[src/rtl/sprite_palette_pkg.sv]
// Shared types and constants for the sprite palette lookup.
// Default palette is a 16-entry 4:4:4 table; wider/narrower channels are
// derived from it by left-aligning each 4-bit nibble.
package sprite_palette_pkg;

    typedef struct packed {
        logic [3:0] r;
        logic [3:0] g;
        logic [3:0] b;
    } rgb_t;

    localparam int unsigned DEF_ENTRIES = 16;

    localparam logic [0:15][11:0] DEFAULT_PALETTE = {
        12'h000, 12'h000, 12'hFFF, 12'hF00,
        12'h0F0, 12'h00F, 12'hFF0, 12'h0FF,
        12'hF0F, 12'h888, 12'h444, 12'hF80,
        12'h840, 12'hFCA, 12'h08F, 12'h8F8
    };

    localparam logic [4:0] FLASH_FRAMES = 5'd16;

    // Index widths beyond 4 bits repeat the 16-entry default table.
    function automatic rgb_t default_rgb(input int unsigned idx);
        return rgb_t'(DEFAULT_PALETTE[idx % DEF_ENTRIES]);
    endfunction

    // Bank select width; a single bank still gets a 1-bit select.
    function automatic int bank_w(input int n);
        return (n <= 1) ? 1 : $clog2(n);
    endfunction

endpackage

[src/rtl/palette_bank_ram.sv]
// One palette bank: single write port, single registered read port,
// storage returns to the default palette on asynchronous reset.
// A read and write of the same entry at one edge returns the old value.
module palette_bank_ram
    import sprite_palette_pkg::*;
#(
    parameter int IDX_W = 4,
    parameter int CH_W  = 4
) (
    input  logic                clk,
    input  logic                rst_n,
    input  logic                we,
    input  logic [IDX_W-1:0]    waddr,
    input  logic [3*CH_W-1:0]   wdata,
    input  logic                re,
    input  logic [IDX_W-1:0]    raddr,
    output logic [3*CH_W-1:0]   rdata
);

    localparam int unsigned ENTRIES = 2 ** IDX_W;
    localparam int          DW      = 3 * CH_W;

    // Left-align a 4-bit default nibble into a CH_W-bit channel.
    function automatic logic [CH_W-1:0] scale_ch(input logic [3:0] n);
        logic [CH_W+3:0] wide;
        wide = {n, CH_W'(0)};
        return wide[CH_W+3:4];
    endfunction

    function automatic logic [DW-1:0] default_entry(input int unsigned idx);
        rgb_t e;
        e = default_rgb(idx);
        return {scale_ch(e.r), scale_ch(e.g), scale_ch(e.b)};
    endfunction

    logic [DW-1:0] mem_q [ENTRIES];
    logic [DW-1:0] mem_d [ENTRIES];
    logic [DW-1:0] rdata_q;
    logic [DW-1:0] rdata_d;

    // Next-state for storage and read register; read sees pre-write contents.
    always_comb begin
        mem_d = mem_q;
        if (we) begin
            mem_d[waddr] = wdata;
        end
        rdata_d = rdata_q;
        if (re) begin
            rdata_d = mem_q[raddr];
        end
    end

    // Storage and read register, reset to the default palette.
    always_ff @(posedge clk or negedge rst_n) begin
        if (!rst_n) begin
            for (int unsigned i = 0; i < ENTRIES; i++) begin
                mem_q[i] <= default_entry(i);
            end
            rdata_q <= '0;
        end else begin
            mem_q   <= mem_d;
            rdata_q <= rdata_d;
        end
    end

    // Drive the registered read data out.
    always_comb begin
        rdata = rdata_q;
    end

endmodule

[src/rtl/sprite_palette_lut.sv]
// Banked, runtime-writable sprite palette lookup with a 2-stage pipeline.
// Stage 1 registers the request; stage 2 is the bank read register plus
// registered result tags. Writes are gated by vblank when WR_VBLANK_ONLY=1.
// Optional hit-flash counter enabled by defining PALETTE_FLASH_EN.
module sprite_palette_lut
    import sprite_palette_pkg::*;
#(
    parameter int IDX_W          = 4,
    parameter int CH_W           = 4,
    parameter int NUM_BANKS      = 4,
    parameter int TRANSP_IDX     = 0,
    parameter int TRANSP_EN      = 1,
    parameter int WR_VBLANK_ONLY = 1
) (
    input  logic                            Clk,
    input  logic                            Reset_n,
    input  logic                            in_valid,
    input  logic [bank_w(NUM_BANKS)-1:0]    in_bank,
    input  logic [IDX_W-1:0]                in_index,
    output logic                            out_valid,
    output logic [CH_W-1:0]                 red,
    output logic [CH_W-1:0]                 green,
    output logic [CH_W-1:0]                 blue,
    output logic                            transparent,
    input  logic                            vblank,
    input  logic                            wr_valid,
    output logic                            wr_ready,
    input  logic [bank_w(NUM_BANKS)-1:0]    wr_bank,
    input  logic [IDX_W-1:0]                wr_index,
    input  logic [3*CH_W-1:0]               wr_rgb,
    input  logic                            frame_tick,
    input  logic                            flash_start,
    output logic                            flash_active
);

    localparam int               BW       = bank_w(NUM_BANKS);
    localparam int               DW       = 3 * CH_W;
    localparam logic [BW:0]      NB       = (BW + 1)'(NUM_BANKS);
    localparam logic [IDX_W-1:0] TRANSP_K = IDX_W'(TRANSP_IDX);

    logic             wr_fire;
    logic             s1_valid_q, s1_valid_d;
    logic [BW-1:0]    s1_bank_q,  s1_bank_d;
    logic [IDX_W-1:0] s1_index_q, s1_index_d;
    logic             s2_valid_q, s2_valid_d;
    logic [BW-1:0]    s2_bank_q,  s2_bank_d;
    logic             s2_blank_q, s2_blank_d;
    logic             s2_flash_q, s2_flash_d;
    logic             flash_force;
    logic [DW-1:0]    rd_data [NUM_BANKS];
    logic [DW-1:0]    rgb_sel;
    logic [DW-1:0]    rgb_out;

    // Write handshake: ready is purely combinational from vblank.
    always_comb begin
        wr_ready = (WR_VBLANK_ONLY == 0) || vblank;
        wr_fire  = wr_valid && wr_ready;
    end

    // Bank storage; an out-of-range wr_bank matches no bank, so it is dropped.
    for (genvar b = 0; b < NUM_BANKS; b++) begin : g_bank
        palette_bank_ram #(
            .IDX_W (IDX_W),
            .CH_W  (CH_W)
        ) u_ram (
            .clk   (Clk),
            .rst_n (Reset_n),
            .we    (wr_fire && (wr_bank == BW'(b))),
            .waddr (wr_index),
            .wdata (wr_rgb),
            .re    (s1_valid_q && (s1_bank_q == BW'(b))),
            .raddr (s1_index_q),
            .rdata (rd_data[b])
        );
    end

`ifdef PALETTE_FLASH_EN
    logic [4:0] flash_cnt_q, flash_cnt_d;

    // Flash counter: start/reload beats a coincident frame tick.
    always_comb begin
        flash_cnt_d = flash_cnt_q;
        if (flash_start) begin
            flash_cnt_d = FLASH_FRAMES;
        end else if (frame_tick && (flash_cnt_q != '0)) begin
            flash_cnt_d = flash_cnt_q - 5'd1;
        end
        flash_active = (flash_cnt_q != '0);
        flash_force  = flash_cnt_q[1];
    end

    // Flash counter register.
    always_ff @(posedge Clk or negedge Reset_n) begin
        if (!Reset_n) begin
            flash_cnt_q <= '0;
        end else begin
            flash_cnt_q <= flash_cnt_d;
        end
    end
`else
    logic flash_unused;

    // Flash disabled: inputs ignored, no forcing.
    always_comb begin
        flash_unused = flash_start ^ frame_tick;
        flash_active = 1'b0;
        flash_force  = 1'b0;
    end
`endif

    // Pipeline next-state; stage-2 tags only move with a valid pixel so
    // the colour outputs hold while out_valid is low.
    always_comb begin
        s1_valid_d = in_valid;
        s1_bank_d  = in_bank;
        s1_index_d = in_index;
        s2_valid_d = s1_valid_q;
        s2_bank_d  = s2_bank_q;
        s2_blank_d = s2_blank_q;
        s2_flash_d = s2_flash_q;
        if (s1_valid_q) begin
            s2_bank_d  = s1_bank_q;
            s2_blank_d = ({1'b0, s1_bank_q} >= NB) ||
                         ((TRANSP_EN != 0) && (s1_index_q == TRANSP_K));
            s2_flash_d = flash_force;
        end
    end

    // Pipeline registers.
    always_ff @(posedge Clk or negedge Reset_n) begin
        if (!Reset_n) begin
            s1_valid_q <= 1'b0;
            s1_bank_q  <= '0;
            s1_index_q <= '0;
            s2_valid_q <= 1'b0;
            s2_bank_q  <= '0;
            s2_blank_q <= 1'b0;
            s2_flash_q <= 1'b0;
        end else begin
            s1_valid_q <= s1_valid_d;
            s1_bank_q  <= s1_bank_d;
            s1_index_q <= s1_index_d;
            s2_valid_q <= s2_valid_d;
            s2_bank_q  <= s2_bank_d;
            s2_blank_q <= s2_blank_d;
            s2_flash_q <= s2_flash_d;
        end
    end

    // Output select: bank mux, then transparency/out-of-range blanking and flash.
    always_comb begin
        rgb_sel = '0;
        for (int unsigned b = 0; b < NUM_BANKS; b++) begin
            if (s2_bank_q == BW'(b)) begin
                rgb_sel = rd_data[b];
            end
        end
        if (s2_blank_q) begin
            rgb_out = '0;
        end else if (s2_flash_q) begin
            rgb_out = '1;
        end else begin
            rgb_out = rgb_sel;
        end
        out_valid   = s2_valid_q;
        transparent = s2_blank_q;
        red         = rgb_out[3*CH_W-1:2*CH_W];
        green       = rgb_out[2*CH_W-1:CH_W];
        blue        = rgb_out[CH_W-1:0];
    end

endmodule

[config.mk]
export PLATFORM = sky130hd
export DESIGN_NAME = sprite_palette_lut
export DESIGN_NICKNAME = d
export VERILOG_FILES = /design/src/rtl/sprite_palette_pkg.sv /design/src/rtl/palette_bank_ram.sv /design/src/rtl/sprite_palette_lut.sv
export SDC_FILE = /design/constraint.sdc
export NUM_CORES = 1
export LEC_CHECK = 0
export BUFFER_PORTS_ARGS = -buffer_cell sky130_fd_sc_hd__buf_2
export CAP_MARGIN = 20
export CELL_PAD_IN_SITES_DETAIL_PLACEMENT = 0
export CELL_PAD_IN_SITES_GLOBAL_PLACEMENT = 1
export CORE_MARGIN = 4
export CORE_UTILIZATION = 54
export DETAILED_ROUTE_END_ITERATION = 7
export HOLD_SLACK_MARGIN = 0.03
export PLACE_DENSITY = 0.78
export SLEW_MARGIN = 20
export SYNTH_ARGS = -nofsm -noshare
export SYNTH_HDL_FRONTEND = slang
export SYNTH_SLANG_ARGS = --single-unit
[constraint.sdc]
create_clock -name Clk -period 1.93 [get_ports Clk]
set_input_delay 0.2895 -clock Clk [delete_from_list [all_inputs] [get_ports Clk]]
set_output_delay 0.2895 -clock Clk [all_outputs]
set_load 0.01 [all_outputs]
==> impl_summary.log, run 1 <==
INFO  metric setup-tns-final = -5060 ps
INFO  metric chipHeight = 274 um
INFO  metric critical_path.slowest_cell = sky130_fd_sc_hd__mux4_2
INFO  metric grt_util_all_layers = 27.4%
INFO  metric initial_antenna_violation_count = 2
INFO  metric seq_area_frac_synth = 55.3%
INFO  metric final_antenna_net_count = 0
INFO  metric post_synth_fa_ha_maj_area_fraction = 0%
INFO  metric drv_cap = 0
INFO  metric drt_pass1_iterations = 7
INFO  metric synthesis.yosys.warnings = 0
INFO  metric run_status = finished with violations
INFO  metric clock.fmax = 421 MHz
INFO  metric clock_skew = 30.0 ps
INFO  metric worst_setup_path_start_kind = flip-flop
INFO  metric synth_simple_gate_area_share = 2.53%
INFO  metric numPortBuffers = 43
INFO  metric clock_slew_at_the_register_clock_pins_of_the_worst_setup_and_hold_paths = 60 ps
INFO  metric clk_latency = 640 ps
INFO  metric ff_latch_area = 0.0211 mm^2
INFO  metric layout_area_growth_over_synthesis = 18.9%
INFO  metric synth_top_area_share = 33.3%
INFO  metric dp_slack = -46.5 ps
INFO  metric mostFrequentLayoutCell = sky130_fd_sc_hd__mux2_2
INFO  metric first_pass_grt_wire_length = 153000 um
INFO  metric p_leak = 0.0206 uW
INFO  metric cp_slowest_stage_delay = 580 ps
INFO  metric count_of_vias_placed_by_the_detailed_router = 22800
INFO  metric postLayoutSetupSlackWorst = -445 ps
INFO  metric std_cell_rows = 97
INFO  metric pwr_density_cell = 929 mW/mm^2
INFO  metric grt_setup_unrepaired = yes
INFO  metric netlist_area = 0.0381 mm^2
INFO  metric post_synth_xor_area_fraction = 0%
INFO  metric initial_utilization = 54.4%
INFO  metric drcViolationCount = 0
INFO  metric multiInputGateArea = 0.0162 mm^2
INFO  metric cp.arrival = 2090 ps
INFO  metric yosys-top-cells-area = sky130_fd_sc_hd__dfrtp_1, sky130_fd_sc_hd__mux2_2, sky130_fd_sc_hd__dfstp_2, sky130_fd_sc_hd__mux2i_1, sky130_fd_sc_hd__mux4_2
INFO  metric fin_nets = 2759
INFO  metric clock_tree_from_tritoncts = done
INFO  metric synthDistinctLibCells = 41
INFO  metric coreArea = 0.0700 mm^2
INFO  metric cts_made_buffers = 89
INFO  metric finalHoldViolations = 0
INFO  metric postSynthRegisterBits = 827
INFO  metric main_combinational_cell_family_by_area_after_synthesis = multiplexers
INFO  metric wl_per_cell = 27.6 um
INFO  metric criticalPathCategory = flip-flop to output pin
INFO  metric cts_max_path_buffers = 3
INFO  metric fillers = 4992
INFO  metric die_width = 274 um
INFO  metric holdCritPathClass = primary input to asynchronous set/reset pin
INFO  metric grt_overflow_total = 0
INFO  metric final.min_clock_period = 2370 ps
INFO  metric final_min_period_over_clock_period = 123%
INFO  metric synth-compound-area-share = 3.69%
INFO  metric clock-root-buffer = sky130_fd_sc_hd__clkbuf_16
INFO  metric critPathCaptureType = output pin
INFO  metric postSynthCellCount = 2565
INFO  metric synth_top_area_cell = sky130_fd_sc_hd__dfrtp_1
INFO  metric routed_via_density = 6.10
INFO  metric syn_area_per_cell = 14.9 um^2
INFO  metric drtIter0Drc = 1533
INFO  metric gpl.final_weighted_congestion = 0.871
INFO  metric commonest_cells_after_routing_fill_and_taps_aside = sky130_fd_sc_hd__mux2_2, sky130_fd_sc_hd__dfrtp_1, sky130_fd_sc_hd__dfstp_2
INFO  metric synth_mux_area_share = 35.2%
INFO  metric slack_of_the_worst_reg_to_reg_path = -40 ps
INFO  metric critPathMaxFanout = 7
INFO  metric die-area = 0.0749 mm^2
INFO  metric drt_wl_total = 103000 um
INFO  metric timing.critical_path.required = 1640 ps
INFO  metric worst_pin_slew = 898 ps
INFO  metric htree_levels = 3
INFO  metric timing.critical_path.cells = buf_12 -> mux4_2 -> and2_4 -> buf_6
INFO  metric r2r.worst_path.cells = 9
INFO  metric finalMaxSlewViolations = 0
INFO  metric clock_sinks = 827
INFO  metric num_io_pins = 47
INFO  metric slew-limit-headroom = 40.1%
INFO  metric maximum_number_of_pins_on_one_net_before_global_route_repair = 91
INFO  metric post-dp-hpwl = 61900 um
INFO  metric violated_checks = setup timing
INFO  metric first_global_vias = 24500
INFO  metric layout_cell_share_with_drive_strength_beyond_1 = 62.3%
INFO  metric finalSetupViolations = 24
INFO  metric synthesis.nets = 2596
INFO  metric worst_ir_drop_vdd = 0.000663 V
-- power by group --
part           total (uW)  internal [uW]  switching [uW]
clock               16800           9870            6920
sequential          20200          19200             929
combinational        5150           2660            2490
-- worst max-delay path: cells and delay by family (launching register included) --
| family | cells | cell delay [ps] |
|---|---|---|
| mux | 1 | 580 |
| flops | 1 | 410 |
| buf+inv | 2 | 260 |
| simple gates | 1 | 190 |
-- sequential cells by signal, summed over array words and instances, names as in the netlist --
name	flops
s1_bank_q	2
s1_index_q	4
s2_bank_q	2
transparent	1
g_bank.u_ram.rdata	48
s1_valid_q	1
out_valid	1
g_bank.u_ram.mem_q	768
-- final cells by class --
type | count | share of cell area, %
diodes | 4 | 0.0221
well taps | 940 | 2.59
repair buffers | 319 | 8.64
flip-flops and latches | 827 | 46.6
clock buffers | 140 | 5.69
clock inverters | 24 | 0.660
inverters | 7 | 0.0580
multi-input cells | 1484 | 35.8
-- routing by layer --
metal / GRT usage [%] / wire [um]
met2: 44.0 / 49500
met4: 10.2 / 3850
met3: 7.05 / 6820
met5: 0 / 82
met1: 36.2 / 43200
-- logic make-up after synthesis --
group,Yosys count
flops,827
mux,1118
simple gates,184
other cells,1
compound gates,181
buf+inv,254
-- repair_timing --
| item | 4_1_cts | 5_1_grt |
|---|---|---|
| pin swaps | 10 | 50 |
| gates cloned | 13 | 10 |
| buffers inserted | 17 | 16 |
| endpoints found under the setup margin | 34 | 57 |
| hold buffers | 8 | 0 |
| gates resized for setup | 71 | 83 |
| endpoints found under the hold margin | 274 | 0 |
-- through the flow --
stage | utilization [%] | power, uW | cell area, um^2 | hold WS, ps | cells
final | 64.7 | 42100 | 45300 | 152 | 3745
after global routing | 64.7 | 43700 | 45300 | 177 | 3743
after CTS | 63.8 | 42100 | 44700 | 139 | 3722
after detailed placement | 58.4 | 25000 | 40900 | 207 | 3520
after global placement | 58.4 | 24700 | 40900 | 200 | 3520
after floorplan | - | 22900 | 38100 | -6.09 | 2565
-- path summary, 6_finish.rpt --
path                                                   startpoint                                endpoint
max in group asynchronous                                 Reset_n   g_bank[2].u_ram.mem_q[84]$_DFFE_PN1P_
min reg2reg                g_bank[1].u_ram.mem_q[109]$_DFFE_PN0P_  g_bank[1].u_ram.mem_q[109]$_DFFE_PN0P_
min in group Clk                                        wr_rgb[4]    g_bank[0].u_ram.mem_q[4]$_DFFE_PN1P_
max                                      s2_bank_q[0]$_DFFE_PN0P_                                  red[0]
max reg2reg                               s1_index_q[0]$_DFF_PN0_    g_bank[0].u_ram.rdata[6]$_DFFE_PN0P_
min                                                       Reset_n  g_bank[2].u_ram.mem_q[151]$_DFFE_PN0P_
-- cells in the mapped netlist --
| cell type | n |
|---|---|
| sky130_fd_sc_hd__o31ai_1 | 36 |
| sky130_fd_sc_hd__nor4_2 | 1 |
| sky130_fd_sc_hd__conb_1 | 1 |
| sky130_fd_sc_hd__a2bb2oi_1 | 4 |
| sky130_fd_sc_hd__clkinv_1 | 1 |
| sky130_fd_sc_hd__nand2b_1 | 4 |
| sky130_fd_sc_hd__nor3_1 | 3 |
| sky130_fd_sc_hd__nand4_1 | 10 |
| sky130_fd_sc_hd__buf_6 | 10 |
| sky130_fd_sc_hd__o21ai_0 | 1 |
| sky130_fd_sc_hd__mux2_1 | 6 |
| sky130_fd_sc_hd__inv_1 | 6 |
| sky130_fd_sc_hd__buf_4 | 22 |
| sky130_fd_sc_hd__dfstp_2 | 320 |
| sky130_fd_sc_hd__buf_2 | 100 |
| sky130_fd_sc_hd__nor3_2 | 5 |
| sky130_fd_sc_hd__a21oi_1 | 4 |
| sky130_fd_sc_hd__and2_1 | 13 |
| sky130_fd_sc_hd__or3b_2 | 1 |
| sky130_fd_sc_hd__nor2_4 | 8 |
| sky130_fd_sc_hd__clkbuf_2 | 1 |
| sky130_fd_sc_hd__mux2i_1 | 244 |
| sky130_fd_sc_hd__dfrtp_1 | 507 |
| sky130_fd_sc_hd__or2_4 | 3 |
| sky130_fd_sc_hd__or2_1 | 1 |
| sky130_fd_sc_hd__or3_4 | 1 |
| sky130_fd_sc_hd__mux2_2 | 768 |
| sky130_fd_sc_hd__nor2_2 | 9 |
| sky130_fd_sc_hd__a41o_1 | 4 |
| sky130_fd_sc_hd__nand3b_1 | 2 |
| sky130_fd_sc_hd__buf_1 | 14 |
| sky130_fd_sc_hd__or3_1 | 1 |
| sky130_fd_sc_hd__clkbuf_1 | 100 |
| sky130_fd_sc_hd__nor2b_1 | 4 |
| sky130_fd_sc_hd__nor2_1 | 19 |
| sky130_fd_sc_hd__nand3_1 | 15 |
| sky130_fd_sc_hd__a22oi_1 | 96 |
| sky130_fd_sc_hd__a32oi_1 | 36 |
| sky130_fd_sc_hd__mux4_2 | 100 |
| sky130_fd_sc_hd__nand2b_4 | 1 |
| sky130_fd_sc_hd__nand2_1 | 83 |
Note: power is estimated with default switching activity, not from simulation.
==> run 2, diff against run 1 <==
- PLACE_DENSITY: 0.78 -> unset
- PLACE_DENSITY_LB_ADDON: unset -> 0.1
- SKIP_CTS_REPAIR_TIMING: unset -> 1
==> run 2 against run 1 <==
Compared with the run above: the run still ends with setup timing left; global-route usage is 0.30 points lower; sequential share of layout area increased by 0.11 points; largest power group unchanged; combinational power fell by 2%; largest cell class unchanged; design area is 0.24% lower; die area stayed put; via count fell by 1.4%.
==> impl_summary.log, run 2 (synthesis gave the netlist of run 1 again) <==
INFO  metric drt_pass1_iterations = 5 (was 7)
INFO  metric grt_overflow_total = 0 (unchanged)
INFO  metric cts_made_buffers = 88 (was 89)
INFO  metric kind_of_cell_adding_the_most_delay_to_the_critical_path = multiplexers (unchanged)
INFO  metric critPathMaxFanout = 7 (unchanged)
INFO  metric htree_levels = 3 (unchanged)
INFO  metric postLayoutSetupSlackWorst = -476 ps (was -445 ps)
INFO  metric clock.fmax = 416 MHz (was 421 MHz)
INFO  metric critPathCaptureType = output pin (unchanged)
INFO  metric grt_util_all_layers = 27.1% (was 27.4%)
INFO  metric worst_pin_slew = 877 ps (was 898 ps)
INFO  metric finalSetupViolations = 24 (unchanged)
INFO  metric clock-root-buffer = sky130_fd_sc_hd__clkbuf_16 (unchanged)
INFO  metric placedInstanceArea = 0.0411 mm^2 (was 0.0409 mm^2)
INFO  metric violated_checks = setup timing (unchanged)
INFO  metric fin_nets = 2748 (was 2759)
INFO  metric worst_ir_drop_vdd = 0.00120 V (was 0.000663 V)
INFO  metric final.min_clock_period = 2410 ps (was 2370 ps)
INFO  metric p_leak = 0.0206 uW (about the same)
INFO  metric drt_wl_total = 103000 um (about the same)
INFO  metric cts_max_path_buffers = 3 (unchanged)
INFO  metric cp.arrival = 2120 ps (was 2090 ps)
INFO  metric worst_setup_path_start_kind = flip-flop (unchanged)
INFO  metric coreArea = 0.0700 mm^2 (unchanged)
INFO  metric clk_latency = 630 ps (was 640 ps)
INFO  metric clock_slew_at_the_register_clock_pins_of_the_worst_setup_and_hold_paths = 60 ps (about the same)
INFO  metric criticalPathCategory = flip-flop to output pin (unchanged)
INFO  metric count_of_vias_placed_by_the_detailed_router = 22500 (was 22800)
INFO  metric holdWs = 126 ps (was 152 ps)
INFO  metric gpl.final_weighted_congestion = 0.876 (was 0.871)
INFO  metric finish.instance_area = 0.0452 mm^2 (was 0.0453 mm^2)
INFO  metric post-dp-hpwl = 63500 um (was 61900 um)
INFO  metric cp_slowest_stage_delay = 570 ps (was 580 ps)
INFO  metric initial_antenna_violation_count = 2 (unchanged)
INFO  metric critPathBufInv = 2 (unchanged)
INFO  metric run_status = finished with violations (unchanged)
INFO  metric grt_setup_unrepaired = yes (unchanged)
INFO  metric drv_cap = 0 (unchanged)
INFO  metric slack_of_the_worst_reg_to_reg_path = -60 ps (was -40 ps)
INFO  metric first_global_vias = 24300 (was 24500)
INFO  metric numPortBuffers = 43 (unchanged)
INFO  metric routed_via_density = 6.03 (was 6.10)
INFO  metric layout.core_utilization = 64.6% (was 64.7%)
INFO  metric commonest_cells_after_routing_fill_and_taps_aside = sky130_fd_sc_hd__mux2_2, sky130_fd_sc_hd__dfrtp_1, sky130_fd_sc_hd__dfstp_2 (unchanged)
INFO  metric critical_path.slowest_cell = sky130_fd_sc_hd__mux4_2 (unchanged)
INFO  metric max_flop_register = g_bank.u_ram.mem_q (unchanged)
INFO  metric timing.critical_path.required = 1640 ps (about the same)
INFO  metric clock_sinks = 827 (unchanged)
INFO  metric r2r_end = g_bank[1].u_ram.rdata[5]$_DFFE_PN0P_ (was g_bank[0].u_ram.rdata[6]$_DFFE_PN0P_)
INFO  metric pwr_density_cell = 942 mW/mm^2 (was 929 mW/mm^2)
INFO  metric final_min_period_over_clock_period = 125% (was 123%)
INFO  metric reg2reg_from = s1_index_q[0]$_DFF_PN0_ (unchanged)
INFO  metric timing.critical_path.cells = buf_12 -> mux4_2 -> and2_4 -> buf_6 (unchanged)
INFO  metric holdCritPathClass = primary input to asynchronous set/reset pin (unchanged)
INFO  metric layout_cell_share_with_drive_strength_beyond_1 = 61.3% (was 62.3%)
INFO  metric die_width = 274 um (unchanged)
INFO  metric fillers = 5059 (was 4992)
INFO  metric first_pass_grt_wire_length = 152000 um (was 153000 um)
INFO  metric std_cell_rows = 97 (unchanged)
INFO  metric largest_register_ff_count = 768 (unchanged)
INFO  metric clock_tree_from_tritoncts = done (unchanged)
INFO  metric mostFrequentLayoutCell = sky130_fd_sc_hd__mux2_2 (unchanged)
INFO  metric clock_skew = 11.9 ps (was 30.0 ps)
INFO  metric drtIter0Drc = 1512 (was 1533)
INFO  metric final_antenna_net_count = 0 (unchanged)
INFO  metric setup-tns-final = -5720 ps (was -5060 ps)
INFO  metric drcViolationCount = 0 (unchanged)
INFO  metric num_io_pins = 47 (unchanged)
INFO  metric initial_utilization = 54.4% (unchanged)
INFO  metric finalHoldViolations = 0 (unchanged)
INFO  metric slew-limit-headroom = 41.6% (was 40.1%)
INFO  metric finalMaxSlewViolations = 0 (unchanged)
INFO  metric chipHeight = 274 um (unchanged)
INFO  metric die-area = 0.0749 mm^2 (unchanged)
INFO  metric r2r.worst_path.cells = 7 (was 9)
INFO  metric wl_per_cell = 27.7 um (was 27.6 um)
INFO  metric maximum_number_of_pins_on_one_net_before_global_route_repair = 116 (was 91)
INFO  metric layout_area_growth_over_synthesis = 18.6% (was 18.9%)
==> run 2: changes by cell type in the layout (fill, tap and decap cells not counted), moves of 4 or more <==
cell / change
sky130_fd_sc_hd__buf_12: +14
sky130_fd_sc_hd__o31ai_1: +4
sky130_fd_sc_hd__a22oi_2: -26
sky130_fd_sc_hd__a22oi_1: +26
sky130_fd_sc_hd__o31ai_2: -4
sky130_fd_sc_hd__mux2i_4: +5
sky130_fd_sc_hd__buf_16: -11
sky130_fd_sc_hd__buf_6: -5
sky130_fd_sc_hd__buf_4: -8
sky130_fd_sc_hd__nand2_2: +4
sky130_fd_sc_hd__bufinv_16: +4
sky130_fd_sc_hd__nand2_1: -4
==> run 2: cell type report <==
type / count / area, um^2 / area share, %
inverters: 7 / 26.3 / 0.0581
clock inverters: 25 / 409 / 0.905
flip-flops and latches: 827 / 21100 / 46.7
well taps: 940 / 1180 / 2.60
clock buffers: 140 / 2590 / 5.73
multi-input cells: 1484 / 16100 / 35.6
repair buffers: 309 / 3800 / 8.41
diodes: 2 / 5.00 / 0.0111
==> run 2: stage by stage <==
| stage | total power [uW] | setup WS, ps | std cells |
|---|---|---|---|
| 3_3_place_gp | 24800 | -27.8 | 3525 |
| 3_5_place_dp | 25000 | -37.1 | 3525 |
| 2_1_floorplan | 22900 | 198 | 2565 |
| 4_1_cts | 42600 | -621 | 3690 |
| 6_report | 42600 | -476 | 3734 |
| 5_1_grt | 44300 | -505 | 3733 |
==> run 2: how the worst max path moves through the flow <==
stage / from / end / slack, ps / depth (start not counted)
after detailed placement: s1_index_q[0]$_DFF_PN0_ / g_bank[3].u_ram.rdata[11]$_DFFE_PN0P_ / -40 / 5
after global placement: s1_index_q[0]$_DFF_PN0_ / g_bank[3].u_ram.rdata[11]$_DFFE_PN0P_ / -30 / 5
after global routing: s2_bank_q[0]$_DFFE_PN0P_ / red[0] / -500 / 4
final: s2_bank_q[0]$_DFFE_PN0P_ / red[0] / -480 / 4
after CTS: s2_bank_q[1]$_DFFE_PN0P_ / red[3] / -620 / 3
after floorplan: s1_index_q[0]$_DFF_PN0_ / g_bank[1].u_ram.rdata[8]$_DFFE_PN0P_ / 200 / 6
==> run 2: worst reg2reg max path, cell delays in order, from the launching register on <==
cell	delay, ps
sky130_fd_sc_hd__dfrtp_4	520
sky130_fd_sc_hd__buf_12	150
sky130_fd_sc_hd__buf_8	120
sky130_fd_sc_hd__clkbuf_16	170
sky130_fd_sc_hd__mux4_2	510
sky130_fd_sc_hd__mux2i_1	190
sky130_fd_sc_hd__buf_4	160
sky130_fd_sc_hd__o31ai_1	60
==> run 2: per-layer routing <==
layer,wire length (um),GRT usage (%),vias up
met1,45300,37.4,12100
li1,-,-,9780
met4,2600,7.41,0
met2,49900,44.4,446
met5,0,0,-
met3,5540,5.19,132
==> run 2: power breakdown <==
group	internal, uW	switching, uW	total [uW]
Clock	10400	6980	17400
Sequential	19200	918	20200
Combinational	2590	2440	5030
